### config.mk
export PLATFORM = sky130hd
export DESIGN_NAME = frogger_game_ctrl
export DESIGN_NICKNAME = d
export VERILOG_FILES = /design/src/rtl/frogger_pkg.sv /design/src/rtl/bcd2_counter.sv /design/src/rtl/frogger_game_ctrl.sv
export SDC_FILE = /design/constraint.sdc
export NUM_CORES = 1
export LEC_CHECK = 0
export BUFFER_PORTS_ARGS = -buffer_cell sky130_fd_sc_hd__buf_2
export CAP_MARGIN = 0
export CORE_MARGIN = 10
export CORE_UTILIZATION = 40
export DETAILED_ROUTE_END_ITERATION = 7
export GPL_TIMING_DRIVEN = 0
export PLACE_DENSITY = 0.64
export SLEW_MARGIN = 20
export SYNTH_ARGS = -nofsm -noshare
export SYNTH_HDL_FRONTEND = slang
export SYNTH_SLANG_ARGS = --single-unit
export TNS_END_PERCENT = 50
### constraint.sdc
create_clock -name clk -period 4.21 [get_ports clk]
set_clock_uncertainty 0.05 [all_clocks]
set_input_delay 0.421 -clock clk [delete_from_list [all_inputs] [get_ports clk]]
set_output_delay 0.421 -clock clk [all_outputs]
set_load 0.01 [all_outputs]
### src/rtl/frogger_pkg.sv
// Shared types and defaults for the frogger game-state controller.
package frogger_pkg;

  typedef enum logic [1:0] {
    StNewGame = 2'd0,
    StPlay    = 2'd1,
    StNewFrog = 2'd2,
    StOver    = 2'd3
  } game_state_e;

  localparam int unsigned DefaultFrogInit   = 3;
  localparam int unsigned DefaultPauseTicks = 120;
  localparam logic [3:0]  BCD_MAX           = 4'd9;

endpackage

### src/rtl/bcd2_counter.sv
// Two-digit BCD counter, 00..99 with silent wrap; clr has priority over inc.
module bcd2_counter
  import frogger_pkg::*;
(
  input  logic       clk,
  input  logic       reset_n,
  input  logic       clr,
  input  logic       inc,
  output logic [3:0] dig1,
  output logic [3:0] dig0
);

  logic [3:0] dig0_q, dig0_d;
  logic [3:0] dig1_q, dig1_d;

  always_comb begin
    dig0_d = dig0_q;
    dig1_d = dig1_q;
    if (clr) begin
      dig0_d = 4'd0;
      dig1_d = 4'd0;
    end else if (inc) begin
      if (dig0_q == BCD_MAX) begin
        dig0_d = 4'd0;
        dig1_d = (dig1_q == BCD_MAX) ? 4'd0 : dig1_q + 4'd1;
      end else begin
        dig0_d = dig0_q + 4'd1;
      end
    end
  end

  always_ff @(posedge clk or negedge reset_n) begin
    if (!reset_n) begin
      dig0_q <= 4'd0;
      dig1_q <= 4'd0;
    end else begin
      dig0_q <= dig0_d;
      dig1_q <= dig1_d;
    end
  end

  assign dig0 = dig0_q;
  assign dig1 = dig1_q;

endmodule

### src/rtl/frogger_game_ctrl.sv
// Frogger game sequencer: game FSM, frog counter, pause timer and BCD score.
module frogger_game_ctrl
  import frogger_pkg::*;
#(
  parameter int unsigned FROG_INIT   = DefaultFrogInit,
  parameter int unsigned PAUSE_TICKS = DefaultPauseTicks
) (
  input  logic       clk,
  input  logic       reset_n,
  input  logic       tick,
  input  logic       btn_start,
  input  logic       frog_home,
  input  logic       frog_hit,
  output logic [3:0] dig0,
  output logic [3:0] dig1,
  output logic [1:0] frog,
  output logic [1:0] state,
  output logic       graph_still
);

  localparam logic [1:0] FrogInit  = 2'(FROG_INIT);
  localparam logic [6:0] PauseLoad = 7'(PAUSE_TICKS - 1);

  game_state_e state_q;
  logic [1:0]  frog_q;
  logic [6:0]  timer_q;
  logic        score_clr;
  logic        score_inc;

  assign score_clr = (state_q == StNewGame) && btn_start;
  // A hit in the same cycle as a home arrival suppresses the point.
  assign score_inc = (state_q == StPlay) && frog_home && !frog_hit;

  always_ff @(posedge clk or negedge reset_n) begin
    if (!reset_n) begin
      state_q <= StNewGame;
      frog_q  <= FrogInit;
      timer_q <= 7'd0;
    end else begin
      unique case (state_q)
        StNewGame: begin
          if (btn_start) begin
            state_q <= StPlay;
            frog_q  <= FrogInit;
          end
        end
        StPlay: begin
          if (frog_hit) begin
            timer_q <= PauseLoad;
            if (frog_q > 2'd1) begin
              frog_q  <= frog_q - 2'd1;
              state_q <= StNewFrog;
            end else begin
              frog_q  <= 2'd0;
              state_q <= StOver;
            end
          end
        end
        StNewFrog, StOver: begin
          if (tick) begin
            if (timer_q == 7'd0) begin
              state_q <= (state_q == StNewFrog) ? StPlay : StNewGame;
            end else begin
              timer_q <= timer_q - 7'd1;
            end
          end
        end
        default: state_q <= StNewGame;
      endcase
    end
  end

  bcd2_counter u_score (
    .clk     (clk),
    .reset_n (reset_n),
    .clr     (score_clr),
    .inc     (score_inc),
    .dig1    (dig1),
    .dig0    (dig0)
  );

  assign frog        = frog_q;
  assign state       = state_q;
  assign graph_still = (state_q != StPlay);

endmodule

==> metrics.md, run 1 <==
| Metric | Value |
|---|---|
| CTS buffer count | `3` |
| Post-CTS setup buffer count | `0` |
| Layout area overhead | `14.6%` |
| CP Class | `reg2out` |
| Synth area leaders | `dfrtp_1 (38%), ha_1 (6.6%), nand2_1 (6.3%)` |
| Top FF cell, synth | `dfrtp_1` |
| EDFF count, synth | `0` |
| Die W | `about 73 um` |
| Worst hold path endpoint | `state[1]$_DFFE_PN0P_` |
| Initial core utilization | `0.414` |
| # IOs | `19` |
| Pleak | `slightly above 0.6 nW` |
| Post-DR vias/cell | `between 5 and 6` |
| R2R Path End | `timer_q[0]$_DFFE_PN0P_` |
| Via count | `1025` |
| GP Congestion | `0.850` |
| # setup viols final | `0` |
| Worst Hold Class | `in2reg` |
| CTS H-tree depth | `1` |
| Grt total ovfl | `0` |
| Reg clk slew, reported paths | `about 0.11 ns` |
| Async SR Flop Fraction | `1.00` |
| Critical path data required time | `3.74 ns` |
| Critical path's most frequent cell | `buf_2` |
| Worst-skew pair later-pin latency | `~0.30 ns` |
| DRT antenna net count | `0` |
| CTS root buffer | `clkbuf_4` |
| Yosys Warn Count | `0` |
| CP cell instances | `buf_2, inv_1, nand2_1, buf_2` |
| Detail Placement HPWL | `1.94 mm` |
| Setup crit start kind | `register` |
| Crit path max-delay family | `buffers and inverters` |
| Vias in the first global route | `between 900 and 1000` |
| PostCTS Resize Cnt | `0` |
| Largest net degree at the start of global routing | `20` |
| Hold depth | `4` |
| Fmax | `approximately 540 MHz` |
| Sink Count | `19` |
| Fin crit share | `0.440` |
| Cells on worst reg2reg path | `5` |
| Placeable Area | `about 2700 um2` |
| Post-route minimum period | `~1.9 ns` |
| Max-Cap Viols | `0` |
| PD cells | `538 nW/um2` |
| Tot GR Track Use | `0.0972` |
| Fillers | `approximately 280` |
| Worst-path fanout max | `10` |
| Reg2reg start | `timer_q[0]$_DFFE_PN0P_` |
| Gate Count Post-Synth | `about 130` |
| Fraction of layout cells with a size suffix above 1 | `0.199` |
| Slew headroom | `0.701` |
| Outcome | `completed` |
| Setup_tns | `0 ns` |
| Yosys reg bits | `19` |
| Die area | `between 5000 and 6000 um2` |
| Slowest stage delay, CP | `around 0.45 ns` |
| # nets final | `164` |
| DRT Wirelength | `2.60 mm` |
| Hold buffer count at CTS | `1` |
| Reg2reg setup slack | `approximately 2.5 ns` |
| # diodes | `0` |
| Final instance area | `between 1000 and 1500 um2` |
| Crit end category | `primary output` |
| Drt first-iter violations | `39` |
| Initial antenna violation count | `0` |
| First-pass GRT wire length | `4.26 mm` |
| Post-synth net total | `140` |
| Buf/Inv on CP | `3` |
| Slowest-stage cell, CP | `dfrtp_1` |
| Max clock buf depth | `2` |
| Largest area contributor in the netlist | `dfrtp_1` |
| RSZ-0062 raised after global routing | `false` |
| Most frequent cell after synthesis | `nand2_1` |
| CTS tree | `yes` |
| Synth top cells by count | `nand2_1 (19), dfrtp_1 (17), nor2_1 (13)` |
| Area post-placement | `1260 um2` |
| Drt wl/cell | `around 14 um` |
| Beginning of the worst hold path | `tick` |
| Rows | `19` |
| Top-area cell type share of the netlist area | `0.376` |
| Cell Area, Synth | `about 1100 um2` |
| Maximum vdd drop | `roughly 0.36 mV` |
| # DRC | `0` |
| IO Port Bufs | `18` |
| Unique masters post-synth | `38` |
| Hold_ws | `approximately 0.44 ns` |
| CP arrival | `~1.4 ns` |
| Final slew viol count | `0` |
| Part of the Yosys area used for sequential elements | `0.422` |
| Least-Margin Pin Slew | `0.448 ns` |
| Hold Violations, Final | `0` |
| Average size of a mapped cell | `between 8 and 9 um2` |
| Die H | `73.2 um` |
| Detailed Routing Iterations Pass 1 | `4` |
==> layout by cell type, fill, tap and decap left out, types with 2 or more instances in the layout <==
| cell | netlist | routed |
|---|---|---|
| buf_2 | 1 | 19 |
| nand2_1 | 19 | 19 |
| dfrtp_1 | 17 | 17 |
| nor2_1 | 13 | 13 |
| inv_1 | 7 | 7 |
| a21oi_1 | 7 | 7 |
| nand3_1 | 7 | 7 |
| ha_1 | 6 | 6 |
| nor3_1 | 5 | 5 |
| o21ai_0 | 4 | 4 |
| nor2b_1 | 3 | 3 |
| o211ai_1 | 3 | 3 |
| o31ai_1 | 3 | 3 |
| clkbuf_4 | 0 | 3 |
| buf_4 | 2 | 2 |
| and3_1 | 2 | 2 |
| nand4_1 | 2 | 2 |
| nand3b_1 | 2 | 2 |
| mux2i_1 | 2 | 2 |
| a31oi_1 | 2 | 2 |
| or3_1 | 2 | 2 |
| dfstp_2 | 2 | 2 |
==> per-layer routing <==
| metal | GRT usage | share of wire | vias up |
|---|---|---|---|
| met5 | 0 | 0 | - |
| met4 | 0.0338 | 0.0065 | 0 |
| met3 | 0.0367 | 0.061 | 2 |
| met2 | 0.144 | 0.44 | 19 |
| met1 | 0.125 | 0.49 | 493 |
| li1 | - | - | 511 |
==> stage by stage <==
stage	util	total power, mW	setup WS (ns)	instances
finish	0.475	0.698	2.36	182
global route	0.475	0.761	2.24	182
CTS	0.475	0.707	2.33	182
detailed placement	0.461	0.608	2.53	177
global placement	0.461	0.598	2.58	177
floorplan	-	0.512	2.64	128
==> how the worst max path moves through the flow <==
stage | startpoint | endpoint | slack [ns] | cells after the start
after global placement | timer_q[0]$_DFFE_PN0P_ | timer_q[0]$_DFFE_PN0P_ | 2.58 | 5
after global routing | state[1]$_DFFE_PN0P_ | graph_still | 2.24 | 4
after floorplan | u_score.dig0[1]$_DFFE_PN0P_ | u_score.dig1[1]$_DFFE_PN0P_ | 2.64 | 7
after detailed placement | timer_q[0]$_DFFE_PN0P_ | timer_q[0]$_DFFE_PN0P_ | 2.53 | 5
after CTS | state[1]$_DFFE_PN0P_ | graph_still | 2.33 | 4
final | state[1]$_DFFE_PN0P_ | graph_still | 2.36 | 4
==> flip-flops by register name, indices dropped and copies added (netlist names) <==
register,flops
frog,2
state,2
timer_q,7
u_score.dig0,4
u_score.dig1,4
==> power breakdown <==
group | internal (mW) | switching [mW] | total (mW)
clock network | 0.0369 | 0.0588 | 0.0958
registers | 0.240 | 0.0595 | 0.300
logic | 0.127 | 0.176 | 0.303
total | 0.404 | 0.294 | 0.698
==> worst min-delay path, cell delays in order <==
cell and delay, ns:
buf_2 0.14, inv_1 0.05, o21ai_0 0.07, nand2_1 0.07
==> cells by family (layout without fill, tap and decap cells) <==
family                     after synthesis  count (layout)  share of synthesized area
and+or+nand+nor                         64              64                      0.294
AOI/OAI and AO/OA                       27              27                      0.159
DFF                                     19              19                      0.422
buffers and inverters                   10              33                     0.0409
adders and majority gates                6               6                     0.0663
muxes                                    2               2                     0.0177
==> final cells by class <==
class                   instances  area, um2  area share
flip-flops and latches         19        478       0.368
repair buffers                 19        100      0.0771
clock buffers                   4       26.3      0.0203
multi-input cells              99        608       0.469
plain buffers                   3       20.0      0.0154
well taps                      31       38.8      0.0299
inverters                       7       26.3      0.0203
Power figures use the tool's default switching activity.
==> run 2, diff against run 1 <==
--- a/config.mk
+++ b/config.mk
@@ -5,6 +5,7 @@
 export SDC_FILE = /design/constraint.sdc
 export NUM_CORES = 1
 export LEC_CHECK = 0
+export ABC_AREA = 1
 export BUFFER_PORTS_ARGS = -buffer_cell sky130_fd_sc_hd__buf_2
 export CAP_MARGIN = 0
 export CORE_MARGIN = 10
==> constraint.sdc (replaced) <==
create_clock -name clk -period 1.9 [get_ports clk]
set_clock_uncertainty 0.05 [all_clocks]
set_input_delay 0.19 -clock clk [delete_from_list [all_inputs] [get_ports clk]]
set_output_delay 0.19 -clock clk [all_outputs]
set_load 0.01 [all_outputs]
==> run 2 against run 1 <==
Effect of this change:
- register-to-register slack got worse by 2.2 ns
- sequential cell count unchanged
- clock power increased by 110%
- global-route usage decreased by 0.15 points
- sequential power increased to 2.6 times the previous value
- die area increased by 2.8%
- combinational power increased to 3.8 times the previous value
- synthesized cell count increased by 20%
- via count about the same
- sequential share of layout area decreased by 1.2 points
- critical path type is now reg2reg
- largest cell class unchanged
- highest routed layer unchanged
==> metrics.md, run 2 <==
| Metric | Value |
|---|---|
| Critical path data required time | `~2.1 ns` |
| Die H | `around 74 um` |
| Flop pwr share | `0.369` |
| Post-DR vias/cell | `4.92` |
| Drt first-iter violations | `32` |
| EDFF count, synth | `0` |
| Sink Count | `19` |
| Largest net degree at the start of global routing | `20` |
| Hold_ws | `0.139 ns` |
| Worst-path fanout max | `8` |
| Slowest stage delay, CP | `about 0.40 ns` |
| CTS root buffer | `clkbuf_4` |
| Unique masters post-synth | `22` |
| Least-Margin Pin Slew | `0.427 ns` |
| Post-route minimum period | `between 1.5 and 2 ns` |
| Die W | `approximately 74 um` |
| Fin crit share | `0.831` |
| Critical path's most frequent cell | `nand2_1` |
| Part of the Yosys area used for sequential elements | `0.406` |
| Top-area cell type share of the netlist area | `0.362` |
| # nets final | `190` |
| # diodes | `0` |
| # DRC | `0` |
| PD cells | `approximately 1600 nW/um2` |
| Fraction of layout cells with a size suffix above 1 | `0.215` |
| Maximum vdd drop | `between 0.8 and 0.9 mV` |
| Hold Violations, Final | `0` |
| Slowest-stage cell, CP | `dfrtp_1` |
| Post-CTS setup buffer count | `0` |
| Grt total ovfl | `0` |
| Via count | `~1000` |
| Async SR Flop Fraction | `1.00` |
| Pleak | `around 0.74 nW` |
| Buf/Inv on CP | `2` |
| Biggest register | `timer_q` |
| Max FFs per register | `7` |
| Final instance area | `1340 um2` |
| Sw power | `1.02 mW` |
| Detailed Routing Iterations Pass 1 | `4` |
| Dpl cells | `just over 200` |
| Outcome | `completed` |
| Fmax | `about 630 MHz` |
| Gate Count Post-Synth | `154` |
| Crit end category | `register` |
| Fillers | `281` |
| CTS buffer count | `3` |
| Drt wl/cell | `11.2 um` |
| RSZ-0062 raised after global routing | `false` |
| CP arrival | `around 1.8 ns` |
| IO Port Bufs | `18` |
| Largest area contributor in the netlist | `dfrtp_1` |
| Setup_tns | `0 ns` |
| Cell-internal power | `1.10 mW` |
| Clk pwr share | `0.094` |
| CTS tree | `yes` |
| DRT antenna net count | `0` |
| Cell Area, Synth | `about 1200 um2` |
| Slew headroom | `0.715` |
| CP cell instances | `inv_1, ha_1, inv_1, nor2_1, nand3_1, nand2_1, nand2_2, nand2_4, nand2_1, nand2_1` |
| Most frequent cell after synthesis | `nand2_1` |
| # IOs | `19` |
| DRT Wirelength | `around 2.3 mm` |
| Worst Hold Class | `in2reg` |
| Rows | `19` |
| Final slew viol count | `0` |
| Leading cell type in the layout, fill and taps excluded | `nand2_1` |
| Yosys Warn Count | `0` |
| Setup crit start kind | `register` |
| Initial core utilization | `0.423` |
| Area post-placement | `roughly 1300 um2` |
| Top FF cell, synth | `dfrtp_1` |
| Die area | `about 5500 um2` |
| Post-synth net total | `166` |
| Layout area overhead | `14.1%` |
| Comb pwr share | `0.537` |
| Yosys reg bits | `19` |
| Synth area leaders | `dfrtp_1 (36%), nand2_1 (15%), nand3_1 (8.9%)` |
| Switch share | `0.481` |
| Synth top cells by count | `nand2_1 (46), nand3_1 (21), dfrtp_1 (17)` |
| GP Congestion | `approximately 0.83` |
| Tot GR Track Use | `0.0958` |
| Placeable Area | `2780 um2` |
| # setup viols final | `0` |
| CTS H-tree depth | `1` |
| Vias in the first global route | `1000` |
| Final Util | `0.483` |
| Reg clk slew, reported paths | `0.10 ns` |
| CP Class | `reg2reg` |
| Detail Placement HPWL | `approximately 1.9 mm` |
| Crit path max-delay family | `simple AND/OR/NAND/NOR gates` |
| Worst-skew pair later-pin latency | `slightly below 0.3 ns` |
| Average size of a mapped cell | `7.64 um2` |
| Max clock buf depth | `2` |
| Initial antenna violation count | `0` |
| Most frequent cells in the layout | `nand2_1 (46), nand3_1 (21), buf_2 (18), dfrtp_1 (17), inv_1 (16)` |
| Max-Cap Viols | `0` |
| Post-route insts no fill | `208` |
| First-pass GRT wire length | `about 4.3 mm` |
[run 2: cell type report]
cell class                      instances  area (um2)  area share
Timing Repair Buffer                   19         100      0.0746
Clock buffer                            3        22.5      0.0168
Sequential cell                        19         478       0.356
Multi-Input combinational cell        116         619       0.461
Clock inverter                          1        5.00     0.00373
Tap cell                               31        38.8      0.0289
Inverter                               18        67.6      0.0503
Buffer                                  1        11.3     0.00839
[run 2: what timing repair did]
action,CTS,global route
setup endpoints to repair,0,0
hold buffers,1,0
gates resized for setup,0,0
hold endpoints to repair,17,0
[run 2: power groups by stage]
stage | clock, mW | sequential, mW | combinational, mW
final | 0.199 | 0.783 | 1.14
after global routing | 0.231 | 0.814 | 1.33
after CTS | 0.213 | 0.784 | 1.16
after detailed placement | 0 | 0.792 | 1.15
after global placement | 0 | 0.780 | 1.13
after floorplan | 0 | 0.802 | 0.828
[run 2: stage by stage]
step | power (mW) | worst slack (ns)
after global routing | 2.38 | 0.127
after floorplan | 1.63 | 0.542
after CTS | 2.16 | 0.316
final | 2.12 | 0.320
after detailed placement | 1.95 | 0.346
after global placement | 1.91 | 0.339
[run 2: kinds of logic after synthesis]
| kind of cell | count (synthesis) | share of synthesized area |
|---|---|---|
| xor gates and xnor gates | 2 | 0.0149 |
| and+or+nand+nor | 97 | 0.398 |
| DFF | 19 | 0.406 |
| adders and majority gates | 6 | 0.0638 |
| AOI/OAI and AO/OA | 11 | 0.0500 |
| buffers and inverters | 19 | 0.0670 |
[run 2: path summary, 6_finish.rpt]
check / slack (ns) / startpoint / end / cells past startpoint
min in group asynchronous: 0.31 / reset_n / u_score.dig1[3]$_DFFE_PN0P_ / 2
min: 0.14 / btn_start / frog[1]$_DFFE_PN1P_ / 3
max: 0.32 / timer_q[0]$_DFFE_PN0P_ / timer_q[3]$_DFFE_PN0P_ / 10
min reg2reg: 0.45 / frog[1]$_DFFE_PN1P_ / frog[0]$_DFFE_PN1P_ / 2
max in group asynchronous: 1.16 / reset_n / frog[1]$_DFFE_PN1P_ / 2
max reg2reg: 0.32 / timer_q[0]$_DFFE_PN0P_ / timer_q[3]$_DFFE_PN0P_ / 10
[run 2: tightest hold or removal path, stage by stage]
cell,delay [ns]
buf_2,0.12
nand2_4,0.11
nand2_1,0.07
[run 2: per-layer routing]
| layer | GRT usage | up-vias | routed length [um] |
|---|---|---|---|
| li1 | - | 540 | - |
| met1 | 0.114 | 469 | 1050 |
| met2 | 0.158 | 13 | 1150 |
| met3 | 0.0293 | 2 | 106 |
| met4 | 0.0366 | 0 | 14 |
| met5 | 0 | - | 0 |
